[src/rtl/pixel_scan_gen.sv]
// pixel_scan_gen: walks the interior of a max_x by max_y image, skipping a
// border margin on every edge. Positions go out in raster or serpentine order
// over a valid/ready handshake, one per cycle while the consumer keeps up.
module pixel_scan_gen #(
    parameter int W  = 8,
    parameter int BW = 3
) (
    input  logic          clk,
    input  logic          rst,
    input  logic          start,
    input  logic          abort,
    input  logic [W-1:0]  max_x,
    input  logic [W-1:0]  max_y,
    input  logic [BW-1:0] border,
    input  logic          serp,
    output logic          pos_valid,
    input  logic          pos_ready,
    output logic [W-1:0]  curr_x,
    output logic [W-1:0]  curr_y,
    output logic          dir,
    output logic          row_first,
    output logic          row_last,
    output logic          frame_last,
    output logic          busy,
    output logic          done,
    output logic          err
);

    typedef enum logic [1:0] {S_IDLE, S_SCAN, S_DONE} state_t;

    localparam logic [W:0]   ONE_WP = (W+1)'(1);
    localparam logic [W-1:0] ONE_W  = W'(1);

    state_t        state_q;
    logic          valid_q, dir_q, rf_q, rl_q, fl_q, busy_q, done_q, err_q, serp_q;
    logic [W-1:0]  curr_x_q, curr_y_q, xlo_q;
    logic [W:0]    xhi_q, yhi_q;

    // Bounds are evaluated one bit wider than the buses so a large border
    // against a small image cannot wrap into a bogus non-empty region.
    logic [W:0]    bdr_w, mx_w, my_w, xhi_w, yhi_w;
    logic          empty, rl_st, fl_st;

    logic [W-1:0]  x_nx, y_nx;
    logic          dir_nx, rf_nx, rl_nx, fl_nx;

    // Region bounds and first-position flags from the live inputs at start.
    always_comb begin
        bdr_w = (W+1)'(border);
        mx_w  = {1'b0, max_x};
        my_w  = {1'b0, max_y};
        xhi_w = mx_w - ONE_WP - bdr_w;
        yhi_w = my_w - ONE_WP - bdr_w;
        empty = (mx_w <= (bdr_w << 1)) || (my_w <= (bdr_w << 1));
        rl_st = (bdr_w == xhi_w);
        fl_st = rl_st && (bdr_w == yhi_w);
    end

    // Successor of the current position, plus its edge flags, so the flags
    // can be registered together with the coordinates.
    always_comb begin
        x_nx   = curr_x_q;
        y_nx   = curr_y_q;
        dir_nx = dir_q;
        if (!rl_q) begin
            x_nx = dir_q ? (curr_x_q - ONE_W) : (curr_x_q + ONE_W);
        end else begin
            y_nx = curr_y_q + ONE_W;
            if (serp_q) begin
                dir_nx = ~dir_q;
            end else begin
                x_nx   = xlo_q;
                dir_nx = 1'b0;
            end
        end
        rf_nx = dir_nx ? ({1'b0, x_nx} == xhi_q) : (x_nx == xlo_q);
        rl_nx = dir_nx ? (x_nx == xlo_q) : ({1'b0, x_nx} == xhi_q);
        fl_nx = rl_nx && ({1'b0, y_nx} == yhi_q);
    end

    // Scan FSM with all outputs registered.
    always_ff @(posedge clk or posedge rst) begin
        if (rst) begin
            state_q  <= S_IDLE;
            valid_q  <= 1'b0;
            curr_x_q <= '0;
            curr_y_q <= '0;
            dir_q    <= 1'b0;
            rf_q     <= 1'b0;
            rl_q     <= 1'b0;
            fl_q     <= 1'b0;
            busy_q   <= 1'b0;
            done_q   <= 1'b0;
            err_q    <= 1'b0;
            serp_q   <= 1'b0;
            xlo_q    <= '0;
            xhi_q    <= '0;
            yhi_q    <= '0;
        end else begin
            case (state_q)
                S_IDLE: begin
                    done_q <= 1'b0;
                    if (start) begin
                        serp_q <= serp;
                        xlo_q  <= W'(border);
                        xhi_q  <= xhi_w;
                        yhi_q  <= yhi_w;
                        err_q  <= empty;
                        if (empty) begin
                            state_q <= S_DONE;
                            done_q  <= 1'b1;
                        end else begin
                            state_q  <= S_SCAN;
                            valid_q  <= 1'b1;
                            busy_q   <= 1'b1;
                            curr_x_q <= W'(border);
                            curr_y_q <= W'(border);
                            dir_q    <= 1'b0;
                            rf_q     <= 1'b1;
                            rl_q     <= rl_st;
                            fl_q     <= fl_st;
                        end
                    end
                end
                S_SCAN: begin
                    if (abort) begin
                        state_q <= S_IDLE;
                        valid_q <= 1'b0;
                        busy_q  <= 1'b0;
                        rf_q    <= 1'b0;
                        rl_q    <= 1'b0;
                        fl_q    <= 1'b0;
                    end else if (valid_q && pos_ready) begin
                        if (fl_q) begin
                            state_q <= S_DONE;
                            done_q  <= 1'b1;
                            valid_q <= 1'b0;
                            busy_q  <= 1'b0;
                            rf_q    <= 1'b0;
                            rl_q    <= 1'b0;
                            fl_q    <= 1'b0;
                        end else begin
                            curr_x_q <= x_nx;
                            curr_y_q <= y_nx;
                            dir_q    <= dir_nx;
                            rf_q     <= rf_nx;
                            rl_q     <= rl_nx;
                            fl_q     <= fl_nx;
                        end
                    end
                end
                S_DONE: begin
                    done_q  <= 1'b0;
                    state_q <= S_IDLE;
                end
                default: state_q <= S_IDLE;
            endcase
        end
    end

    assign pos_valid  = valid_q;
    assign curr_x     = curr_x_q;
    assign curr_y     = curr_y_q;
    assign dir        = dir_q;
    assign row_first  = rf_q;
    assign row_last   = rl_q;
    assign frame_last = fl_q;
    assign busy       = busy_q;
    assign done       = done_q;
    assign err        = err_q;

endmodule

[config.mk]
export PLATFORM = sky130hd
export DESIGN_NAME = pixel_scan_gen
export DESIGN_NICKNAME = d
export VERILOG_FILES = /design/src/rtl/pixel_scan_gen.sv
export SDC_FILE = /design/constraint.sdc
export NUM_CORES = 1
export LEC_CHECK = 0
export CORE_UTILIZATION = 56
export DETAILED_ROUTE_END_ITERATION = 8
export PLACE_DENSITY = 0.79
export SLEW_MARGIN = 20
export SYNTH_ARGS = -nofsm -noshare
export SYNTH_HDL_FRONTEND = slang
export SYNTH_SLANG_ARGS = --single-unit
[constraint.sdc]
create_clock -name clk -period 3.94 [get_ports clk]
set_input_delay 0.788 -clock clk [delete_from_list [all_inputs] [get_ports clk]]
set_output_delay 0.788 -clock clk [all_outputs]
set_load 0.02 [all_outputs]
Yosys cells after proc, flatten, opt, wreduce, memory -nomap -nowiden
Cells that the tools add are included.
{"block": "totals", "regBits": 47, "latchBits": 0, "mem_bits_rw": 0, "romBits": 0, "output_inout_bits": 24, "word_cells": 110, "n_memories": 0}
{"block": "op_classes", "add_sub_neg": 7, "multipliers": 0, "div_mod_pow": 0, "order_cmp": 2, "eq_ne": 15, "n_shift": 0, "mux": 58, "bitwise": 1, "reduce_logical": 13}
{"cell": "2-to-1 mux 8 bit", "count": 12}
{"cell": "2-to-1 mux 1 bit", "count": 32}
{"cell": "case mux 8 bit (2 select lines)", "count": 2}
{"cell": "equality test 3 x 9 -> 1 bit", "count": 2}
{"cell": "equality test 8 x 9 -> 1 bit", "count": 2}
{"cell": "subtractor 8 x 1 -> 9 bit (second input constant)", "count": 2}
{"cell": "subtractor 9 x 3 -> 9 bit", "count": 2}
{"cell": "adder 8 x 1 -> 8 bit (second input constant)", "count": 2}
{"cell": "less-or-equal comparator 8 x 4 -> 1 bit", "count": 2}
{"cell": "inequality test 2 bit (second input constant)", "count": 6}
{"cell": "2-to-1 mux 2 bit", "count": 5}
{"cell": "case mux 1 bit (2 select lines)", "count": 5}
{"cell": "equality test 8 x 3 -> 1 bit", "count": 1}
{"cell": "AND reduction 4 bit", "count": 2}
{"cell": "subtractor 8 x 1 -> 8 bit (second input constant)", "count": 1}
{"cell": "inequality test 3 bit (second input constant)", "count": 2}
{"cell": "AND reduction 6 bit", "count": 1}
{"cell": "AND reduction 5 bit", "count": 1}
{"cell": "case mux 2 bit (2 select lines)", "count": 1}
{"cell": "logical AND 1 bit", "count": 3}
{"cell": "case mux 1 bit (3 select lines)", "count": 1}
{"cell": "AND reduction 3 bit", "count": 1}
{"cell": "nonzero test 3 bit", "count": 1}
{"cell": "equality test 2 x 1 -> 1 bit (second input constant)", "count": 1}
{"cell": "6 further kinds", "count": 6}

Depth between registers and ports, before layout
Gate-level depths: netlist of run 1.
{"block": "depth", "word_depth": 10, "depth_mapped": 12, "mapped_depth_nobuf": 11}

Least setup slack after synthesis of run 1
No wires, ideal clock.
{"block": "synth_timing", "path_kind": "register -> register", "startpoint": "register dir_q (netlist: dir)", "endpoint": "register fl_q (netlist: frame_last)", "setup_time_ns": 0.066, "t_arrival_ns": 2.989, "setup_slack_ns": 0.885, "stages_incl_launch_ff": 10, "period_less_slack_ns": 3.055, "path_cell_list": "dfrtp_1 > fa_1 > a211oi_1 > nor3_1 > or3b_2 > xnor2_1 > nor4_2 > nand4_1 > a2111oi_2 > o22a_1"}
{"block": "synth_via", "elab_chain_len": 9, "elab_cells_between_ends": 13}
{"element": "from (decl)", "line": "35", "text": "logic valid_q, dir_q, rf_q, rl_q, fl_q, busy_q, done_q, err_q, serp_q;"}
{"element": "from (signal assigned)", "line": "145", "text": "dir_q <= dir_nx;"}
{"element": "2-to-1 mux 8 bit or NOT 1 bit (tied branches)", "line": "66, 70"}
{"element": "2-to-1 mux 8 bit or 2-to-1 mux 1 bit (tied branches)", "line": "65, 69"}
{"element": "equality test 8 x 9 -> 1 bit, or another cell as far along", "line": "77", "text": "rl_nx = dir_nx ? (x_nx == xlo_q) : ({1'b0, x_nx} == xhi_q);"}
{"element": "2-to-1 mux 1 bit *", "line": "77"}
{"element": "logical AND 1 bit *", "line": "78", "text": "fl_nx = rl_nx && ({1'b0, y_nx} == yhi_q);"}
{"element": "2-to-1 mux 1 bit *", "line": "134", "text": "if (fl_q) begin"}
{"element": "2-to-1 mux 1 bit *", "line": "133", "text": "end else if (valid_q && pos_ready) begin"}
{"element": "2-to-1 mux 1 bit *", "line": "126", "text": "if (abort) begin"}
{"element": "case mux 1 bit (2 select lines) *", "line": "100", "text": "case (state_q)"}
{"element": "to (signal assigned)", "line": "121", "text": "fl_q <= fl_st;"}
{"element": "to (signal assigned)", "line": "148", "text": "fl_q <= fl_nx;"}
{"element": "to (decl)", "line": "35"}
Every way passes the cells marked *; elsewhere a longest branch is shown, timed or not. The select of a mux whose other input is x is not followed.
A chain may end at the register's enable or synchronous reset.

Worst setup path after layout of run 1
Ends and elaborated chain as after synthesis.

==> impl_metrics.json, run 1 <==
{
  "syn_area_per_cell_um2": 8.82,
  "antenna_found_initial": 0,
  "utilization": 0.700,
  "worstSetupPathType": "reg2reg",
  "dp_hpwl_um": 6460,
  "fp.dieW_um": 82.0,
  "p_sw_mw": 1.34,
  "critPathSlowestCell": "dfrtp_1",
  "worstHoldStart": "xhi_q[1]",
  "fin_skew_ns": 0.0130,
  "slew_viol_final": 0,
  "p_leak_nw": 1.76,
  "arrival_ns": 3.67,
  "synth_cell_types": 62,
  "drt_wl_total_um": 8410,
  "grt_max_degree": 48,
  "pwr-share-clk": 0.125,
  "synth_edf_count": 0,
  "cts_sinks": 47,
  "route.top_layer_used": "met4",
  "vias": 3150,
  "wl_per_cell_um": 16.0,
  "ys_seq_area_frac": 0.328,
  "r2r_slack_ns": 0.53,
  "power.density_nw_per_um2": 704,
  "tightest_slew_ns": 0.812,
  "clkLatencyLatePin_ns": 0.31,
  "die_area_um2": 6720,
  "gp_congestion": 0.913,
  "drc": 0,
  "wl_met1_um": 3970,
  "endpoint_kind": "flip-flop",
  "synth-async-reset-ratio": 1.00,
  "yosys_register_bits": 47,
  "start_util": 0.591,
  "p_sw_frac": 0.449,
  "cp_top_family": "simple AND/OR/NAND/NOR gates",
  "status": "completed",
  "critPathMaxFanout": 14,
  "syn_inst": 406,
  "holdPathStages": 2,
  "p_int_mw": 1.64,
  "rsz0062_at_grt": "no",
  "firstDrtPassIters": 4,
  "hp-class": "reg2reg",
  "grt_pass1_wl_um": 13500,
  "cts_resized": 0,
  "portBuffers": 48,
  "fin_nets": 501,
  "path_clk_slew_ns": 0.09,
  "fin_crit_sh": 0.866,
  "cts_max_path_buffers": 2,
  "worst_hold_path.endpoint": "xhi_q[1]",
  "htree_num_levels": 2,
  "critPathLaunchType": "flip-flop",
  "grt_overflow_total": 0,
  "area_delta_synth_final_pct": 18.4,
  "cts_hold_buf": 0,
  "critical_path_required_ns": 4.20,
  "maxCapViolCount": 0,
  "dr_wl_met2_um": 3880,
  "r2r-end": "frame_last",
  "maxSlewHeadroom": 0.458,
  "root_buffer": "clkbuf_8",
  "rows": 28,
  "critPathMaxStageDelay_ns": 0.56,
  "grt_pass1_vias": 2815,
  "syn_area_um2": 3580,
  "r2r_cells": 9,
  "pin_count": 49,
  "hold_viol": 0,
  "antenna_cells": 0,
  "cts_made_buffers": 5,
  "coreArea_um2": 6060,
  "grt_use_total": 0.266,
  "layout_setup_ws_ns": 0.529,
  "whs_ns": 0.505,
  "vdd_drop_max_v": 0.000473,
  "synthesis.nets": 456,
  "combPwrFrac": 0.562,
  "fin_setup_tns_ns": 0,
  "postCtsSetupBuffers": 0,
  "wl_met3_um": 359,
  "reg2reg_from": "dir",
  "drive_gt1_frac": 0.0863,
  "first_iter_violations": 213,
  "critPathBufInv": 0,
  "p_seq_frac": 0.314,
  "setup_viol": 0,
  "dieHeight_um": 82.0,
  "fin_crit_ns": 3.41,
  "ant_nets": 0,
  "ys_warn_count": 0,
  "avgViaCountPerCell": 5.98,
  "place_ws_ns": 0.258,
  "crit_chain": "fa_1 > a211oi_1 > nor3_1 > or3b_2 > xnor2_1 > nor4_2 > nand4_1 > a2111oi_2 > o22a_1",
  "max_freq_mhz": 293,
  "synth_ff_type": "dfrtp_1",
  "cts_tree": "yes"
}
[state kept, by name, indices dropped and copies added, names as in the netlist]
signal and cells:
xhi_q 9, yhi_q 9, curr_x 8, curr_y 8, xlo_q 3, state_q 2
busy 1, dir 1, done 1, err 1, frame_last 1, row_first 1
row_last 1, serp_q 1
[metal layers]
layer  vias to the layer above  global-route usage
li1                       1561                   -
met1                      1494               0.370
met2                        83               0.417
met3                        12              0.0400
met4                         0               0.104
met5                         -                   0
[stage by stage]
stage               std cells  area (µm²)  power (mW)
CTS                       527        4240        2.98
global placement          519        4120        2.56
global route              527        4240        3.21
finish                    527        4240        2.98
floorplan                 406        3580        2.09
detailed placement        519        4120        2.60
[synthesized netlist by cell type (all sizes together) (4+ instances only)]
| cell | instances | area share |
|---|---|---|
| dfrtp | 47 | 0.33 |
| nor4 | 6 | 0.012 |
| nor2 | 23 | 0.024 |
| nand3 | 11 | 0.015 |
| o22ai | 4 | 0.0070 |
| inv | 21 | 0.022 |
| xnor2 | 22 | 0.054 |
| o31ai | 10 | 0.021 |
| clkbuf | 11 | 0.012 |
| o22a | 4 | 0.0098 |
| nand2b | 4 | 0.0070 |
| or4 | 4 | 0.010 |
| nor3 | 7 | 0.011 |
| a21oi | 17 | 0.024 |
| nand2 | 47 | 0.050 |
| o21ai | 40 | 0.056 |
| xor2 | 21 | 0.051 |
| nand4 | 7 | 0.012 |
| a211oi | 5 | 0.012 |
| buf | 7 | 0.014 |
| mux2 | 7 | 0.022 |
| mux2i | 8 | 0.022 |
| ha | 22 | 0.077 |
| a31oi | 6 | 0.010 |
| or3 | 4 | 0.0084 |
[how the worst max path moves through the flow]
stage	startpoint	endpoint	slack, ns	depth (start not counted)
floorplan	dir	frame_last	0.89	9
global placement	border[1]	row_first	0.48	12
detailed placement	border[2]	curr_y[5]	0.26	11
CTS	dir	frame_last	0.54	9
global route	dir	frame_last	0.38	9
finish	dir	frame_last	0.53	9
[final cells by class]
type | count | area, µm²
multi-input combinational | 320 | 2230
fill | 487 | 1820
sequential | 47 | 1180
timing repair buffer | 56 | 541
tap | 75 | 93.8
clock buffer | 6 | 82.6
inverter | 21 | 80.1
clock inverter | 2 | 35.0
[power by group through the flow]
| stage | Sequential (mW) | Combinational (mW) | Clock, mW |
|---|---|---|---|
| after floorplan | 0.934 | 1.16 | 0 |
| after global placement | 0.937 | 1.62 | 0 |
| after detailed placement | 0.941 | 1.66 | 0 |
| after CTS | 0.930 | 1.67 | 0.378 |
| after global routing | 0.964 | 1.84 | 0.399 |
| final | 0.936 | 1.68 | 0.372 |
[tightest hold or removal path, stage by stage (launching register included)]
cell	delay, ns
dfrtp_1	0.36
nand2_1	0.05
o21ai_0	0.06
[cells in the final DEF, fill, tap and decap left out, drive strengths merged, types with 2 or more instances in the layout]
cell	Yosys	layout
a2111oi	3	3
a211oi	5	5
a21oi	17	17
a22o	2	2
a31oi	6	6
and2	2	2
and3	2	2
buf	7	8
clkbuf	11	6
clkdlybuf4s50	0	48
clkinv	0	2
dfrtp	47	47
fa	3	3
ha	22	22
inv	21	20
mux2	7	7
mux2i	8	8
nand2	47	47
nand2b	4	4
nand3	11	11
nand4	7	7
nand4b	3	3
nor2	23	23
nor2b	2	2
nor3	7	7
nor4	6	6
o211ai	2	2
o21a	3	3
o21ai	40	40
o22a	4	4
o22ai	4	4
o31ai	10	10
o41ai	3	3
or3	4	4
or4	4	4
xnor2	22	22
xor2	21	21
[cell families after synthesis]
| family | after synthesis | synth area share |
|---|---|---|
| buf+inv | 39 | 0.0479 |
| flops | 47 | 0.328 |
| mux | 15 | 0.0444 |
| compound gates | 109 | 0.197 |
| xor+xnor | 43 | 0.105 |
| fa+ha+maj | 25 | 0.0936 |
| simple gates | 128 | 0.183 |
(Power assumes the default switching activity.)
==> run 2, diff against run 1 <==
- REMOVE_ABC_BUFFERS: default -> 1
- TNS_END_PERCENT: default -> 1
==> run 2 against run 1 <==
Effect of this change: utilization down 0.62 points; worst hold slack about the same; clock power down 6.2%; count of clock-buffer cells in the layout is the same; wire length up 1.5%; clock skew fell by 0.0029 ns; die area stayed put; design area is 0.89% lower; largest cell class unchanged.
==> impl_metrics.json, run 2 (same netlist as run 1, synthesis figures left out) <==
{
  "status": "completed",
  "instances_no_fill": 523,
  "combPwrFrac": 0.567,
  "grt_use_total": 0.275,
  "r2r-end": "frame_last",
  "p_sw_frac": 0.455,
  "cts_tree": "yes",
  "die_area_um2": 6720,
  "dieHeight_um": 82.0,
  "fin_nets": 498,
  "pwr-share-clk": 0.119,
  "cts_max_path_buffers": 2,
  "maxSlewHeadroom": 0.452,
  "avgViaCountPerCell": 6.09,
  "cts_sinks": 47,
  "vias": 3186,
  "gp_congestion": 0.985,
  "fin_skew_ns": 0.0101,
  "cts_resized": 0,
  "hp-class": "reg2reg",
  "fin_setup_tns_ns": 0,
  "fillers": 519,
  "worstSetupPathType": "reg2reg",
  "worst_hold_path.endpoint": "xhi_q[8]",
  "holdPathStages": 2,
  "dp_hpwl_um": 6410,
  "cts_hold_buf": 0,
  "p_seq_frac": 0.314,
  "critical_path_required_ns": 4.19,
  "critPathMaxStageDelay_ns": 0.58,
  "fin_crit_sh": 0.851,
  "worstHoldStart": "xhi_q[8]",
  "whs_ns": 0.505,
  "crit_chain": "fa_1 > a211oi_1 > nor3_1 > or3b_2 > xnor2_1 > nor4_2 > nand4_1 > a2111oi_2 > o22a_1",
  "first_iter_violations": 236,
  "critPathLaunchType": "flip-flop",
  "area_delta_synth_final_pct": 17.4,
  "dp_cells": 516,
  "final_common_cell": "clkdlybuf4s50_1",
  "layout_setup_ws_ns": 0.586,
  "antenna_cells": 0,
  "power.density_nw_per_um2": 697,
  "drive_gt1_frac": 0.0759,
  "wl_per_cell_um": 16.3,
  "p_sw_mw": 1.33,
  "slew_viol_final": 0,
  "arrival_ns": 3.60,
  "layout_common_cells": "48 x clkdlybuf4s50_1, 47 x dfrtp_1, 46 x nand2_1",
  "pin_count": 49,
  "hold_viol": 0,
  "setup_viol": 0,
  "cts_made_buffers": 5,
  "r2r_slack_ns": 0.59,
  "r2r_cells": 9,
  "grt_max_degree": 48,
  "reg2reg_from": "dir",
  "fp.dieW_um": 82.0,
  "p_leak_nw": 1.74,
  "drc": 0,
  "tightest_slew_ns": 0.821,
  "fin_crit_ns": 3.35,
  "endpoint_kind": "flip-flop",
  "firstDrtPassIters": 5,
  "critPathSlowestCell": "dfrtp_1",
  "critPathMaxFanout": 14,
  "clkLatencyLatePin_ns": 0.30,
  "rsz0062_at_grt": "no",
  "grt_pass1_wl_um": 13900,
  "reg_top3": "xhi_q (9), yhi_q (9)",
  "max_freq_mhz": 298,
  "coreArea_um2": 6060,
  "postCtsSetupBuffers": 0,
  "start_util": 0.591,
  "vdd_drop_max_v": 0.000392,
  "rows": 28,
  "ant_nets": 0,
  "portBuffers": 48,
  "antenna_found_initial": 0,
  "root_buffer": "clkbuf_8",
  "path_clk_slew_ns": 0.09,
  "maxCapViolCount": 0,
  "grt_overflow_total": 0,
  "grt_pass1_vias": 2857,
  "drt_wl_total_um": 8530,
  "htree_num_levels": 2,
  "p_int_mw": 1.60,
  "place_ws_ns": 0.348
}
run 2: worst max-delay path by stage:
stage | slack, ns | start | endpoint | cells after the start
after CTS | 0.58 | dir | frame_last | 9
final | 0.59 | dir | frame_last | 9
after global placement | 0.46 | border[2] | row_first | 10
after detailed placement | 0.35 | border[2] | row_first | 10
after floorplan | 0.89 | dir | frame_last | 9
after global routing | 0.37 | border[2] | row_first | 10
run 2: power groups by stage:
stage	clock [mW]	sequential, mW	combinational [mW]
2_1_floorplan	0	0.976	1.05
3_3_place_gp	0	0.920	1.60
3_5_place_dp	0	0.929	1.64
4_1_cts	0.350	0.917	1.66
5_1_grt	0.367	0.952	1.83
6_report	0.349	0.920	1.66
run 2: layout make-up:
class                           instances  area, µm²  area share
Clock inverter                          1       30.0     0.00714
Clock buffer                            6       72.6      0.0173
Tap cell                               75       93.8      0.0223
Multi-Input combinational cell        320       2230       0.531
Timing Repair Buffer                   53        518       0.123
Inverter                               21       80.1      0.0190
Sequential cell                        47       1180       0.280
run 2: per-stage QoR:
stage | total power, mW | cell area (µm²) | util
2_1_floorplan | 2.03 | 3490 | -
3_3_place_gp | 2.52 | 4100 | 0.677
3_5_place_dp | 2.57 | 4100 | 0.677
4_1_cts | 2.93 | 4200 | 0.693
5_1_grt | 3.15 | 4200 | 0.694
6_report | 2.93 | 4200 | 0.694
run 2: layer usage:
metal	up-vias	global-route usage	share of wire	routed length, µm
li1	1561	-	-	-
met1	1506	0.384	0.46	3960
met2	106	0.446	0.47	4040
met3	13	0.0356	0.045	388
met4	0	0.0737	0.016	139
met5	-	0	0	0
run 2: critical path, delay by kind of cell, from the launching register on:
kind / cells / cell delay, ns
xor+xnor: 1 / 0.16
simple gates: 4 / 1.15
flops: 1 / 0.58
fa+ha+maj: 1 / 0.52
compound gates: 3 / 0.89
